<file path="src/rtl/motor_req_arbiter.sv">
// motor_req_arbiter
//   Shares one bidirectional motor between NUM_REQ command sources.
//   Requests are granted round-robin. Each grant holds the motor off for
//   DEAD_CYCLES, then drives the latched direction until the target limit is
//   reached or the request drops. Both limits high while running latches a
//   fault. A travel-timeout watchdog is compiled in when MOTOR_ARB_TIMEOUT_EN
//   is defined.
//
// Ports
//   clk        in   rising-edge clock
//   rst        in   synchronous, active-high reset
//   req        in   level request per source
//   req_dir    in   direction per source (1 = up), sampled only at grant
//   up_max     in   upper limit switch (1 = at top)
//   dn_max     in   lower limit switch (1 = at bottom)
//   fault_clr  in   clears a latched fault
//   up_M       out  motor up drive
//   dn_M       out  motor down drive
//   grant      out  one-hot current owner, zero when no owner
//   busy       out  high during dead time and travel
//   fault      out  high while a fault is latched
//
// Configuration macro: MOTOR_ARB_TIMEOUT_EN
module motor_req_arbiter #(
  parameter int unsigned NUM_REQ        = 4,
  parameter int unsigned DEAD_CYCLES    = 8,
  parameter int unsigned TIMEOUT_CYCLES = 1024,
  parameter int unsigned TIMER_W        = 16
) (
  input  logic               clk,
  input  logic               rst,
  input  logic [NUM_REQ-1:0] req,
  input  logic [NUM_REQ-1:0] req_dir,
  input  logic               up_max,
  input  logic               dn_max,
  input  logic               fault_clr,
  output logic               up_M,
  output logic               dn_M,
  output logic [NUM_REQ-1:0] grant,
  output logic               busy,
  output logic               fault
);

  localparam int unsigned PTR_W = (NUM_REQ > 1) ? $clog2(NUM_REQ) : 1;
  localparam logic [TIMER_W-1:0] DEAD_LOAD = TIMER_W'(DEAD_CYCLES - 1);
`ifdef MOTOR_ARB_TIMEOUT_EN
  localparam logic [TIMER_W-1:0] TMO_LAST = TIMER_W'(TIMEOUT_CYCLES - 1);
`endif

  if (NUM_REQ < 2 || DEAD_CYCLES < 1 || TIMEOUT_CYCLES < 2) begin : g_cfg_bad
    $error("motor_req_arbiter: invalid parameter set");
  end

  typedef enum logic [1:0] {
    S_IDLE,
    S_DEAD,
    S_RUN,
    S_FAULT
  } state_t;

  state_t             r_state, w_state_nx;
  logic [PTR_W-1:0]   r_ptr, w_ptr_nx;
  logic [PTR_W-1:0]   r_owner, w_owner_nx;
  logic               r_dir, w_dir_nx;
  logic [TIMER_W-1:0] r_cnt, w_cnt_nx;
  logic               r_up, r_dn, r_busy, r_fault;
  logic [NUM_REQ-1:0] r_grant;

  logic               w_found;
  logic [PTR_W-1:0]   w_pick;
  logic [PTR_W-1:0]   w_ptr_after;
  logic               w_at_target;
  logic               w_live;

  // Round-robin search starting at the pointer, wrapping at NUM_REQ.
  always_comb begin
    logic [PTR_W-1:0] v_idx;
    w_found = 1'b0;
    w_pick  = '0;
    v_idx   = '0;
    for (int unsigned i = 0; i < NUM_REQ; i++) begin
      v_idx = PTR_W'((32'(r_ptr) + i) % NUM_REQ);
      if (!w_found && req[v_idx]) begin
        w_found = 1'b1;
        w_pick  = v_idx;
      end
    end
    w_ptr_after = PTR_W'((32'(w_pick) + 1) % NUM_REQ);
  end

  // Only the limit in the latched direction matters while travelling.
  assign w_at_target = r_dir ? up_max : dn_max;

  always_comb begin
    w_state_nx = r_state;
    w_ptr_nx   = r_ptr;
    w_owner_nx = r_owner;
    w_dir_nx   = r_dir;
    w_cnt_nx   = r_cnt;
    unique case (r_state)
      S_IDLE: begin
        if (w_found) begin
          w_owner_nx = w_pick;
          w_dir_nx   = req_dir[w_pick];
          w_ptr_nx   = w_ptr_after;
          w_cnt_nx   = DEAD_LOAD;
          w_state_nx = S_DEAD;
        end
      end
      S_DEAD: begin
        if (!req[r_owner]) begin
          w_state_nx = S_IDLE;
        end else if (r_cnt == '0) begin
          if (w_at_target) begin
            w_state_nx = S_IDLE;
          end else begin
            w_cnt_nx   = '0;
            w_state_nx = S_RUN;
          end
        end else begin
          w_cnt_nx = r_cnt - TIMER_W'(1);
        end
      end
      S_RUN: begin
        if (up_max && dn_max) begin
          w_state_nx = S_FAULT;
        end else if (w_at_target || !req[r_owner]) begin
          w_state_nx = S_IDLE;
        end
`ifdef MOTOR_ARB_TIMEOUT_EN
        else if (r_cnt == TMO_LAST) begin
          w_state_nx = S_FAULT;
        end else begin
          w_cnt_nx = r_cnt + TIMER_W'(1);
        end
`endif
      end
      S_FAULT: begin
        if (fault_clr) begin
          w_state_nx = S_IDLE;
        end
      end
      default: w_state_nx = S_IDLE;
    endcase
  end

  // Outputs are registered from the next state so they change on the same
  // edge as the state itself.
  assign w_live = (w_state_nx == S_DEAD) || (w_state_nx == S_RUN);

  always_ff @(posedge clk) begin
    if (rst) begin
      r_state <= S_IDLE;
      r_ptr   <= '0;
      r_owner <= '0;
      r_dir   <= 1'b0;
      r_cnt   <= '0;
      r_up    <= 1'b0;
      r_dn    <= 1'b0;
      r_grant <= '0;
      r_busy  <= 1'b0;
      r_fault <= 1'b0;
    end else begin
      r_state <= w_state_nx;
      r_ptr   <= w_ptr_nx;
      r_owner <= w_owner_nx;
      r_dir   <= w_dir_nx;
      r_cnt   <= w_cnt_nx;
      r_up    <= (w_state_nx == S_RUN) && w_dir_nx;
      r_dn    <= (w_state_nx == S_RUN) && !w_dir_nx;
      r_grant <= w_live ? (NUM_REQ'(1) << w_owner_nx) : '0;
      r_busy  <= w_live;
      r_fault <= (w_state_nx == S_FAULT);
    end
  end

  assign up_M  = r_up;
  assign dn_M  = r_dn;
  assign grant = r_grant;
  assign busy  = r_busy;
  assign fault = r_fault;

endmodule

</file>
<file path="config.mk">
export PLATFORM = sky130hd
export DESIGN_NAME = motor_req_arbiter
export DESIGN_NICKNAME = d
export VERILOG_FILES = /design/src/rtl/motor_req_arbiter.sv
export SDC_FILE = /design/constraint.sdc
export NUM_CORES = 1
export LEC_CHECK = 0
export CORE_UTILIZATION = 54
export DETAILED_ROUTE_END_ITERATION = 7
export PLACE_DENSITY = 0.78
export SYNTH_ARGS = -nofsm -noshare
export SYNTH_HDL_FRONTEND = slang
export SYNTH_SLANG_ARGS = --single-unit
</file>
<file path="constraint.sdc">
create_clock -name clk -period 3.3 [get_ports clk]
set_input_delay 0.825 -clock clk [delete_from_list [all_inputs] [get_ports clk]]
set_output_delay 0.825 -clock clk [all_outputs]
set_load 0.02 [all_outputs]
</file>
==> key figures, run 1 <==
Run status
  – Status: finished clean

Timing
  – Unrepaired setup endpoints after global routing: false
  – Final Hold Fails: 0
  – Worst slew margin: between 30% and 40%
  – Final period util: 87.1%
  – Fmax: 348 MHz
  – Post-layout min period: 2870 ps
  – Total Neg Setup Slack: 0 ps
  – Least-Margin Pin Slew: 918 ps
  – Worst Skew: ~14 ps
  – Max-slew violation count: 0
  – Final setup fails: 0

Synthesis
  – Post-synth ARST share: 0%
  – Yosys top cell area share: 37.7%
  – Adder-cell share of the synthesized area: ~2.3%
  – Mapped Area: 1650 um2
  – Fraction of the mapped netlist area in simple logic gates: between 20% and 30%
  – Area contributors post-synth: dfxtp_1 38%, a21oi_1 5.2%, or4_1 4.1%
  – Post-synth EDFFs: 0
  – Synth Net Count: about 200
  – Main combinational cell family by area after synthesis: simple AND/OR/NAND/NOR gates
  – Warnings from Yosys: 0
  – Dominant synthesized flop cell: dfxtp_1
  – Seq cells post-synth: 31
  – Most frequent cell after synthesis: dfxtp_1
  – Sequential-to-total area share from yosys stat: between 30% and 40%
  – Synth area leader: dfxtp_1
  – Compound-cell area share of the yosys netlist: between 20% and 30%
  – Avg Cell Area, Syn: approximately 9.0 um2
  – Xor/xnor share of the synthesized area: 0.532%
  – Synth cell count leaders: 31 x dfxtp_1, 17 x a21oi_1, 12 x nor2_1
  – Netlist cell types: 54
  – Post-Synthesis Cells: 182
  – Mux contribution to synthesized area: 5.09%

Global routing
  – M1 GR Usage: a little under 30%
  – Vias in the first global route: 1379
  – All-Layer GR Usage: 23.7%
  – First-pass GRT wire length: 5930 um
  – Initial antenna violation count: 0
  – Largest net degree at the start of global routing: 34
  – Met2 Usage GRT: 37.5%
  – GRT Max-Usage Layer: met2
  – Met3 Usage GRT: roughly 8.2%
  – GR Overflow Total: 0

Power and ir drop
  – PwrDens: around 700 nW/um2
  – Leak: approximately 0.74 nW
  – Internal: 846 uW
  – Clk pwr share: 24.1%
  – Power share of the combinational group: between 30 and 40%
  – Flop pwr share: 37.2%
  – Power Total: 1.32 mW
  – Sw Pwr: 471 uW
  – Sw frac: 35.8%
  – Max rail drop VDD: 0.374 mV

Detailed routing
  – Iteration-0 DRC Markers: 36
  – Post-route DRC: 0
  – Number of vias per cell: around 6.3
  – First-pass iteration count of the detailed router: 4
  – DRT antenna net count: 0
  – Routed WL: 3460 um
  – Wire length per cell: approximately 15 um
  – Vias: around 1500

Worst setup path
  – CP Data Arrival Time: roughly 3000 ps
  – Worst R2R End: grant[1]$_SDFF_PP0_
  – Setup Crit Path Kind: in2reg
  – WP data required: 3480 ps
  – Reg2reg path depth: 7
  – Worst reg2reg path startpoint: r_cnt[3]$_SDFFE_PP0P_
  – FF-to-FF setup slack: 680 ps
  – CP Launch Type: input port
  – Critical Path Fanout Max: 33
  – Worst Setup End Kind: register

Clock network
  – Max clock buf depth: 2
  – CTS root buffer: clkbuf_4
  – CTS Buf Count: 5
  – Worst-path clk slew: 100 ps
  – Total clock sinks: 31
  – Post-CTS Hold Fix Bufs: 0
  – CTS tree: built
  – Post-cts gate resize count: 0
  – H-tree depth: 2
  – Setup bufs post-CTS: 0
  – Worst skew pair latency: 340 ps

Placed design
  – Inst Count DP: 224
  – # port buffers: 20
  – Final HPWL DP: ~2500 um
  – GP Congestion: 0.829

Die
  – Core ar.: 2830 um2
  – Die height: about 57 um
  – Starting Density: about 58%
  – Die Area: 3270 um2
  – Die width: 57.2 um
  – IO Count: 21
  – Rows: 19

Worst hold path
  – Hold path endpoint: r_cnt[5]$_SDFFE_PP0P_
  – Worst hold start: r_cnt[5]$_SDFFE_PP0P_
  – Hold crit path type: reg2reg
  – Hold path cells: 2

Layout
  – Layout cells sized above 1: between 10% and 20%
  – Area grow syn2layout: 17.2%
  – Final core occ: 68.2%
  – Fillers: 226
  – Antenna fix cells: 0
  – Fin nets: 216
  – Final std cells w/o fill: ~230

Job
  – Max cap viols: 0
## worst max-delay path: stages
cell and delay [ps]:
clkdlybuf4s50_1 590, nor2_1 100, a311o_1 420, o221a_4 240, o21bai_1 770, a21oi_1 100
## stage by stage
| stage | setup WS [ps] | hold WS, ps | area (um2) |
|---|---|---|---|
| after detailed placement | 78.9 | 478 | 1840 |
| after floorplan | 973 | 446 | 1650 |
| after global routing | 344 | 521 | 1930 |
| after global placement | 207 | 456 | 1840 |
| after CTS | 456 | 493 | 1930 |
| final | 425 | 493 | 1930 |
## layout by cell type (no fill, tap or decap), types with 2 or more instances in the layout
cell             instances
a31oi_1                  2
clkbuf_4                 5
mux2i_1                  5
a211oi_1                 5
or3_2                    4
or4b_2                   2
nand2_1                  5
inv_1                    6
nor2b_1                  4
o31ai_1                  7
nor4_1                   2
and3b_1                  2
nand2b_1                 7
dfxtp_1                 31
o41ai_1                  3
or4_1                    9
nor3_1                   2
or3_1                    4
buf_4                    3
clkdlybuf4s50_1         20
ha_1                     3
nor2_1                  12
and3_1                   2
o21ai_0                  9
a21oi_1                 17
## per-layer routing
metal,wire length [um],up-vias
met1,1620,675
li1,-,739
met2,1580,32
met3,176,11
met5,0,-
met4,79,0
## kinds of logic (layout without fill, tap and decap cells)
kind of cell             count (synthesis)  count (layout)
XOR/XNOR                                 1               1
buffers and inverters                   18              37
adder cells (fa/ha/maj)                  3               3
flip-flops                              31              31
AO/OA/AOI/OAI                           55              55
AND/OR/NAND/NOR                         67              67
multiplexers                             7               7
## power by group through the flow
stage / sequential [mW] / combinational, mW / clock, mW
after floorplan: 0.491 / 0.419 / 0
after global placement: 0.491 / 0.479 / 0
after detailed placement: 0.497 / 0.507 / 0
after CTS: 0.489 / 0.509 / 0.325
after global routing: 0.501 / 0.565 / 0.337
final: 0.489 / 0.510 / 0.318
## cell type report
class / instances / area, um2 / area share [%]
clock inverters: 2 / 35.0 / 1.82
clock buffers: 6 / 51.3 / 2.66
inverters: 6 / 22.5 / 1.17
multi-input cells: 133 / 938 / 48.6
repair buffers: 23 / 223 / 11.5
well taps: 31 / 38.8 / 2.01
flip-flops and latches: 31 / 621 / 32.2
## sequential cells by signal (all words and copies together), names as in the netlist
name / cells
fault: 1
r_cnt: 16
busy: 1
r_state: 2
grant: 4
r_ptr: 2
dn_M: 1
up_M: 1
r_dir: 1
r_owner: 2
## how the worst max path moves through the flow
stage / endpoint / cells past startpoint / from
2_1_floorplan: grant[2]$_SDFF_PP0_ / 9 / r_cnt[3]$_SDFFE_PP0P_
3_3_place_gp: r_cnt[8]$_SDFFE_PP0P_ / 6 / req[3]
3_5_place_dp: r_cnt[15]$_SDFFE_PP0P_ / 6 / req[3]
4_1_cts: r_cnt[9]$_SDFFE_PP0P_ / 6 / req[3]
5_1_grt: r_cnt[13]$_SDFFE_PP0P_ / 6 / req[3]
6_report: r_cnt[9]$_SDFFE_PP0P_ / 6 / req[3]
Note: power is estimated with default switching activity, not from simulation.
==> run 2: changes to the inputs <==
--- a/config.mk
+++ b/config.mk
@@ -5,9 +5,9 @@
 export SDC_FILE = /design/constraint.sdc
 export NUM_CORES = 1
 export LEC_CHECK = 0
-export CORE_UTILIZATION = 54
+export CORE_UTILIZATION = 45
 export DETAILED_ROUTE_END_ITERATION = 7
-export PLACE_DENSITY = 0.78
+export PLACE_DENSITY = 0.67
 export SYNTH_ARGS = -nofsm -noshare
 export SYNTH_HDL_FRONTEND = slang
 export SYNTH_SLANG_ARGS = --single-unit
==> run 2 against run 1 <==
First-iteration DRC count rose by 110%. Design area fell by 0.91%. Clock power fell by 33%. Register-to-register slack barely moved. Worst hold slack got worse by 4.8 ps. Count of clock-buffer cells in the layout rose by 1. Non-clock buffer count did not move. Routed wire length rose by 7.2%. Clock skew rose by 2.0 ps. Total power fell by 7.8%. Sequential power barely moved. Fmax fell by 0.54%. Critical path type unchanged. Largest cell class unchanged. Highest routed layer unchanged.
==> key figures, run 2 (synthesis results as in run 1) <==
Worst hold path
  – Worst hold start: r_cnt[6]$_SDFFE_PP0P_ (was r_cnt[5]$_SDFFE_PP0P_)
  – Hold path endpoint: r_cnt[6]$_SDFFE_PP0P_ (was r_cnt[5]$_SDFFE_PP0P_)
  – Hold crit path type: reg2reg (unchanged)
  – Hold path cells: 2 (unchanged)

Worst setup path
  – FF-to-FF setup slack: 690 ps (was 680 ps)
  – CP Launch Type: input port (unchanged)
  – Slowest cell on crit path: o21bai_1 (unchanged)
  – Worst Setup End Kind: register (unchanged)
  – Critical Path Fanout Max: 33 (unchanged)
  – WP data required: 3490 ps (was 3480 ps)
  – Worst-path cell chain: clkdlybuf4s50_1 > nor2_1 > a311o_1 > o221a_4 > o21bai_1 > a21oi_1 (unchanged)
  – Reg2reg path depth: 7 (unchanged)
  – Worst R2R End: grant[0]$_SDFF_PP0_ (was grant[1]$_SDFF_PP0_)
  – CP max stage delay: 820 ps (was 770 ps)
  – Worst reg2reg path startpoint: r_cnt[3]$_SDFFE_PP0P_ (unchanged)
  – Setup Crit Path Kind: in2reg (unchanged)
  – CP Data Arrival Time: 3080 ps (was 3060 ps)

Global routing
  – GR Overflow Total: 0 (unchanged)
  – All-Layer GR Usage: 21.2% (was 23.7%)
  – Largest net degree at the start of global routing: 34 (unchanged)
  – Initial antenna violation count: 0 (unchanged)
  – First-pass GRT wire length: 6530 um (was 5930 um)
  – Vias in the first global route: 1433 (was 1379)

Placed design
  – # port buffers: 20 (unchanged)
  – GP Congestion: 0.758 (was 0.829)
  – Pre-CTS setup slack: 26.7 ps (was 78.9 ps)
  – Final HPWL DP: 2590 um (was 2480 um)
  – Post-DP Area: 1860 um2 (was 1840 um2)

Layout
  – Final core occ: 56.0% (was 68.2%)
  – Final Instance Area: 1910 um2 (was 1930 um2)
  – Area grow syn2layout: 16.1% (was 17.2%)
  – Largest register FFs: 16 (unchanged)
  – Fin nets: 216 (unchanged)
  – Reg with most FFs: r_cnt (unchanged)
  – Commonest non-fill, non-tap cell in the layout: dfxtp_1 (unchanged)
  – Antenna fix cells: 0 (unchanged)
  – FF/Latch Area: 621 um2 (unchanged)
  – Multi-input gate area: 938 um2 (unchanged)
  – Most frequent cells in the layout: 31 x dfxtp_1, 20 x clkdlybuf4s50_1, 17 x a21oi_1 (unchanged)
  – Fillers: 320 (was 226)
  – Layout cells sized above 1: 12.4% (was 13.4%)

Power and ir drop
  – PwrDens: 635 nW/um2 (was 682 nW/um2)
  – Power Total: 1.21 mW (was 1.32 mW)
  – Leak: 0.717 nW (was 0.736 nW)
  – Max rail drop VDD: 0.398 mV (was 0.374 mV)

Timing
  – Post-layout min period: 2890 ps (was 2870 ps)
  – Worst Skew: 16.2 ps (was 14.2 ps)
  – Final setup fails: 0 (unchanged)
  – Max-slew violation count: 0 (unchanged)
  – Min setup slack post-route: 410 ps (was 425 ps)
  – Total Neg Setup Slack: 0 ps (unchanged)
  – Fmax: 346 MHz (was 348 MHz)
  – Least-Margin Pin Slew: 981 ps (was 918 ps)
  – Worst slew margin: 34.4% (was 38.7%)
  – Final period util: 87.6% (was 87.1%)
  – Unrepaired setup endpoints after global routing: false (unchanged)
  – Final Hold Fails: 0 (unchanged)

Clock network
  – Setup bufs post-CTS: 0 (unchanged)
  – CTS tree: built (unchanged)
  – Post-cts gate resize count: 0 (unchanged)
  – Worst skew pair latency: 350 ps (was 340 ps)
  – Max clock buf depth: 2 (unchanged)
  – Worst-path clk slew: 100 ps (about the same)
  – CTS root buffer: clkbuf_4 (unchanged)
  – Post-CTS Hold Fix Bufs: 0 (unchanged)
  – H-tree depth: 2 (unchanged)
  – Total clock sinks: 31 (unchanged)
  – CTS Buf Count: 5 (unchanged)

Run status
  – Status: finished clean (unchanged)

Die
  – Starting Density: 48.2% (was 58.2%)
  – Rows: 21 (was 19)
  – Die Area: 3910 um2 (was 3270 um2)
  – Die width: 62.5 um (was 57.2 um)
  – IO Count: 21 (unchanged)
  – Core ar.: 3420 um2 (was 2830 um2)
  – Die height: 62.5 um (was 57.2 um)

Detailed routing
  – DRT antenna net count: 0 (unchanged)
  – First-pass iteration count of the detailed router: 4 (unchanged)
  – Number of vias per cell: 5.94 (was 6.28)
  – Routed WL: 3710 um (was 3460 um)
  – Vias: 1467 (was 1457)
  – Wire length per cell: 15.0 um (was 14.9 um)
  – Iteration-0 DRC Markers: 74 (was 36)
  – Post-route DRC: 0 (unchanged)

Job
  – Max cap viols: 0 (unchanged)
## run 2: cell count changes in the layout (fill, tap and decap cells not counted)
cell / previous run / this run
bufinv_16: 1 / 0
clkbuf_1: 0 / 2
clkbuf_8: 1 / 0
## run 2: metrics by stage
| stage | hold slack (ps) | instances |
|---|---|---|
| after floorplan | 446 | 182 |
| after global placement | 461 | 239 |
| after detailed placement | 468 | 239 |
| after CTS | 486 | 247 |
| after global routing | 514 | 247 |
| final | 489 | 247 |
## run 2: how the worst max path moves through the flow
stage                                startpoint                     to  slack, ps  cells after the start
final                                    req[3]  r_cnt[3]$_SDFFE_PP0P_        410                      6
after global routing                     req[1]  r_cnt[7]$_SDFFE_PP0P_        240                      6
after CTS                                req[3]  r_cnt[3]$_SDFFE_PP0P_        380                      6
after detailed placement                 req[3]  r_cnt[3]$_SDFFE_PP0P_         30                      6
after global placement                   req[3]  r_cnt[8]$_SDFFE_PP0P_        130                      6
after floorplan           r_cnt[3]$_SDFFE_PP0P_    grant[2]$_SDFF_PP0_        970                      9
## run 2: where the power goes
group / switching [mW] / internal (mW) / total (mW)
logic: 0.278 / 0.233 / 0.511
registers: 0.0567 / 0.434 / 0.490
clock network: 0.130 / 0.0828 / 0.213
## run 2: critical path, delay by kind of cell
kind,cells,cell delay (ps)
compound gates,4,1580
simple gates,1,110
buf+inv,1,570
## run 2: cell type report
type                    count  area share (%)
well taps                  46            3.01
inverters                   6            1.18
multi-input cells         133            49.1
flip-flops and latches     31            32.5
repair buffers             23            11.6
clock inverters             1           0.262
clock buffers               7            2.36
## run 2: per-layer routing
metal,vias to the layer above,global-route usage (%),share of wire (%)
met5,-,0,0
met4,0,9.01,2.2
met3,8,5.66,5.2
met2,29,32.7,47
met1,704,27.7,45
li1,726,-,-
==> RTL change 1, RTL diff (flow settings as in run 1) <==
Remove the register `r_fault`: a continuous assignment takes its place, so the output `fault` follows one clock earlier.
--- a/src/rtl/motor_req_arbiter.sv
+++ b/src/rtl/motor_req_arbiter.sv
@@ -160,5 +160,4 @@
       r_grant <= '0;
       r_busy  <= 1'b0;
-      r_fault <= 1'b0;
     end else begin
       r_state <= w_state_nx;
@@ -171,7 +170,8 @@
       r_grant <= w_live ? (NUM_REQ'(1) << w_owner_nx) : '0;
       r_busy  <= w_live;
-      r_fault <= (w_state_nx == S_FAULT);
     end
   end
+
+  assign r_fault = (w_state_nx == S_FAULT);
 
   assign up_M  = r_up;
Formal check against the unedited RTL: no difference found for any inputs over 4 cycles, from zero or initial values and one cycle with rst high; that may be too few to reach the edited logic, so the function may still have changed.
==> RTL change 1 against run 1 <==
Sequential cell count decreased by 1. Routed wire length increased by 13%. Clock skew shrank 0.0074 ns. Via count increased by 9.1%. Setup slack worse by 0.36 ns. Clock power fell by 5%. Power increased by 18%. Area after synthesis decreased by 2.5%. Cell area rose by 11%.
==> RTL change 1: results (changes against run 1) <==
Hold path
  • Hold_sp: r_cnt[15] (was r_cnt[5])
  • Worst Hold End: r_cnt[15] (was r_cnt[5])

Route
  • Detail Route met2 WL: 2050 um (was 1580 um)
  • Metal3 WL: 120 um (was 176 um)
  • Via density: 6.02 (was 6.28)

Layout
  • Area of the multi-input gates: 975 um2 (was 938 um2)
  • Fin nets: 249 (was 216)
  • Fraction of layout cells with a size suffix above 1: 0.279 (was 0.134)

Power
  • Logic pwr share: 0.492 (was 0.387)
  • VDD IR-drop max: 576 uV (was 374 uV)
  • Cell leakage power: 0.854 nW (was 0.736 nW)
  • Switching share of total power: 0.363 (was 0.358)

Placement
  • Pre-CTS setup slack: -0.470 ns (was 0.0789 ns)
  • Placed inst area: 2010 um2 (was 1840 um2)

GRT
  • Vias in the first global route: 1506 (was 1379)
  • First-pass GRT wire length: 6640 um (was 5930 um)
  • Largest net degree at the start of global routing: 18 (was 34)
  • M2 GR Usage: 0.482 (was 0.375)

Synthesis
  • Synth Area in XOR/XNOR: 0.00546 (was 0.00532)
  • Synth unique cells: 51 (was 54)
  • Post-synth net total: 197 (was 198)
  • Commonest cells post-synth: dfxtp_1, a21oi_1, nor2_1 (unchanged)
  • Post-Synth Adder-Cell Area: 0.0234 (was 0.0228)
  • Mapped Avg Cell Area: 8.87 um2 (was 9.05 um2)

Setup path
  • Crit path to: fault (was r_cnt[9])
  • R2r setup slk: 0.57 ns (was 0.68 ns)
  • CP Data Arrival Time: 2.41 ns (was 3.06 ns)
  • Depth of the worst register-to-register path: 11 (was 7)

Clocking
  • Clock Latency Late Sink: 0.32 ns (was 0.34 ns)
  • Post-CTS Resized: 13 (was 0)

Status
  • Status: finished clean (unchanged)

STA
  • Worst hold slack: 0.479 ns (was 0.493 ns)
[RTL change 1: cell count changes after synthesis, moves of 3 or more]
cell / change
a211oi_1: -3
or3_1: +3
mux2i_1: -3
clkbuf_1: -3
or4_1: -4
or4b_1: +3
o21ai_1: +6
nand2_1: +3
o21ai_0: -4
nor3_1: +3
[RTL change 1: area by class of cell]
| cell class | instances | area share |
|---|---|---|
| Clock inverter | 1 | 0.0140 |
| Inverter | 4 | 0.00701 |
| Clock buffer | 6 | 0.0239 |
| Timing Repair Buffer | 51 | 0.200 |
| Tap cell | 31 | 0.0181 |
| Sequential cell | 30 | 0.282 |
| Multi-Input combinational cell | 141 | 0.455 |
[RTL change 1: worst max-delay path, cell delays in order (launching register included)]
cell and delay [ns]:
dfxtp_2 0.33, or4_4 0.56, nor4_4 0.35, a21oi_2 0.13, a221oi_2 0.32, inv_1 0.08, ha_2 0.19, buf_6 0.12
==> RTL change 2, RTL diff (settings of run 1) <==
Without the edit above. Set the parameter `TIMER_W` to 20 (it was 16).
--- a/src/rtl/motor_req_arbiter.sv
+++ b/src/rtl/motor_req_arbiter.sv
@@ -26,5 +26,5 @@
   parameter int unsigned DEAD_CYCLES    = 8,
   parameter int unsigned TIMEOUT_CYCLES = 1024,
-  parameter int unsigned TIMER_W        = 16
+  parameter int unsigned TIMER_W        = 20
 ) (
   input  logic               clk,
Formal check against the unedited RTL: no difference found for any inputs over 4 cycles, from zero or initial values and one cycle with rst high; that may be too few to reach the edited logic, so the function may still have changed.
==> RTL change 2 against run 1 <==
Count of clock-buffer cells in the layout rose by 1. Sequential cell count rose by 4. Area after synthesis rose by 6.9%. Sequential power rose by 8.6%. Largest power group is now registers. Routed wire length rose by 15%. Sequential share of layout area rose by 1.7 points. Cell area rose by 7.2%. Register-to-register slack got worse by 0.22 ns. Critical path type unchanged. Power fell by 3.8%. Setup slack got worse by 0.080 ns. Die area rose by 6.7%. Global-route usage rose by 3.4 points. Worst hold slack got worse by 0.012 ns.
==> RTL change 2: results (changes against run 1) <==
Layout
  • Fraction of layout cells with a size suffix above 1: 0.102 (was 0.134)
  • Antenna cells: 0 (unchanged)
  • Fin nets: 241 (was 216)
  • Reg with most FFs: r_cnt (unchanged)
  • Max reg flops: 20 (was 16)
  • Fill cell count: 275 (was 226)

Synthesis
  • Seq/Total Area, Yosys: 0.398 (was 0.377)
  • Post-synth net total: 220 (was 198)
  • Largest cells by area after synthesis: dfxtp_1, a21oi_1, or4_1, o31ai_1, or3_1 (was dfxtp_1, a21oi_1, or4_1, o31ai_1, mux2i_1)
  • Commonest cells post-synth: dfxtp_1, a21oi_1, o21ai_0 (was dfxtp_1, a21oi_1, nor2_1)
  • Synth unique cells: 44 (was 54)
  • Post-synth ARST share: 0 (unchanged)
  • Warnings, synthesis: 0 (unchanged)

Placement
  • IO Port Bufs: 20 (unchanged)
  • RD Place Congestion: 0.842 (was 0.829)
  • Hpwl dp: 2840 um (was 2480 um)

Setup path
  • Critical Path Fanout Max: 7 (was 33)
  • FF-to-FF Start: r_cnt[0] (was r_cnt[3])
  • Critical setup path kind: input pin to flop (unchanged)
  • Worst Setup SP: req[0] (was req[3])
  • CP Data Arrival Time: 3.22 ns (was 3.06 ns)

Power
  • Cell leakage power: 0.757 nW (was 0.736 nW)
  • VDD IR-drop max: 387 uV (was 374 uV)

Route
  • Initial drt markers: 136 (was 36)
  • Via density: 5.86 (was 6.28)
  • WL per Instance: 14.7 um (was 14.9 um)
  • Pre-antenna DRT Iters: 4 (unchanged)

STA
  • Clock skew: 0.00637 ns (was 0.0142 ns)
  • Relative slew margins: 0.591 (was 0.387)

Clocking
  • Root Buffer: clkbuf_4 (unchanged)
  • Clock Tree Buf Depth: 2 (unchanged)
  • Clock Latency Late Sink: about 0.33 ns
  • CTS Buf Count: 5 (unchanged)
  • H-Tree Depth: 2 (unchanged)
  • CTS clk-pin slew, worst paths: about 0.11 ns

Status
  • Status: finished clean (unchanged)

Hold path
  • Hold_sp: r_cnt[17] (was r_cnt[5])
  • HP Class: flop to flop (unchanged)

GRT
  • Largest net degree at the start of global routing: 39 (was 34)
  • Initial antenna violation count: 0 (unchanged)
  • First-pass GRT wire length: 7140 um (was 5930 um)
  • GR Util All Layers: 0.270 (was 0.237)
  • Vias in the first global route: 1631 (was 1379)
-- RTL change 2: cell count changes after synthesis, sizes merged, moves of 4 or more --
| cell | run 1 | this run |
|---|---|---|
| mux2i | 5 | 1 |
| o21ai | 9 | 14 |
| or2 | 0 | 6 |
| or3 | 8 | 13 |
| dfxtp | 31 | 35 |
| nor2b | 4 | 8 |
| a21oi | 17 | 22 |
-- RTL change 2: final cells by class --
class | count | area (um2) | area share
Multi-Input combinational cell | 156 | 1010 | 0.488
Sequential cell | 35 | 701 | 0.339
Timing Repair Buffer | 24 | 243 | 0.117
Tap cell | 44 | 55.1 | 0.0266
Clock buffer | 7 | 45.0 | 0.0218
Inverter | 3 | 11.3 | 0.00544
Clock inverter | 1 | 5.00 | 0.00242
-- RTL change 2: logic make-up (layout without fill, tap and decap cells) --
kind of cell | count (synthesis) | count (layout) | synth area share
xor gates and xnor gates | 1 | 1 | 0.00498
AOI/OAI and AO/OA | 68 | 68 | 0.239
and+or+nand+nor | 82 | 82 | 0.286
muxes | 2 | 2 | 0.0185
DFF | 35 | 35 | 0.398
adders and majority gates | 3 | 3 | 0.0213
buffers and inverters | 13 | 35 | 0.0320
-- RTL change 2: where the power goes --
part / internal, mW / total (mW) / switching, mW
Sequential: 0.481 / 0.531 / 0.0495
Combinational: 0.223 / 0.514 / 0.291
Clock: 0.0831 / 0.222 / 0.139
-- RTL change 2: worst paths after layout --
path	endpoint	slack [ns]	cells past startpoint
min	r_cnt[17]	0.48	2
min reg2reg	r_cnt[17]	0.48	2
max	grant[3]	0.34	9
max reg2reg	grant[3]	0.46	10
-- RTL change 2: worst max-delay path, stage by stage --
cell	delay, ns
clkdlybuf4s50_1	0.50
nor4_1	0.60
or2_2	0.28
nand2_1	0.07
a31oi_1	0.26
ha_1	0.29
nor2_1	0.17
nand2_1	0.10
nor2_1	0.13
-- RTL change 2: stage by stage --
stage               cells  hold slack (ns)  total power, mW  worst slack (ns)  area, um2
finish                270            0.481             1.27             0.345       2070
global route          270            0.529             1.36            0.0427       2070
CTS                   270            0.487             1.27             0.283       2060
detailed placement    262            0.467             1.05             0.114       2010
global placement      262            0.459             1.02             0.253       2010
floorplan             204            0.446            0.906             0.795       1760
-- RTL change 2: timing repair --
action                                  4_1_cts  5_1_grt
endpoints found under the setup margin        0        2
resized for setup                             0        1
setup buffers                                 0        0
-- RTL change 2: per-layer routing --
layer | track usage | vias to the layer above | routed length, um
met3 | 0.0742 | 5 | 103
met1 | 0.296 | 740 | 1700
met2 | 0.503 | 21 | 2120
met5 | 0 | - | 0
li1 | - | 816 | -
met4 | 0.0816 | 0 | 43
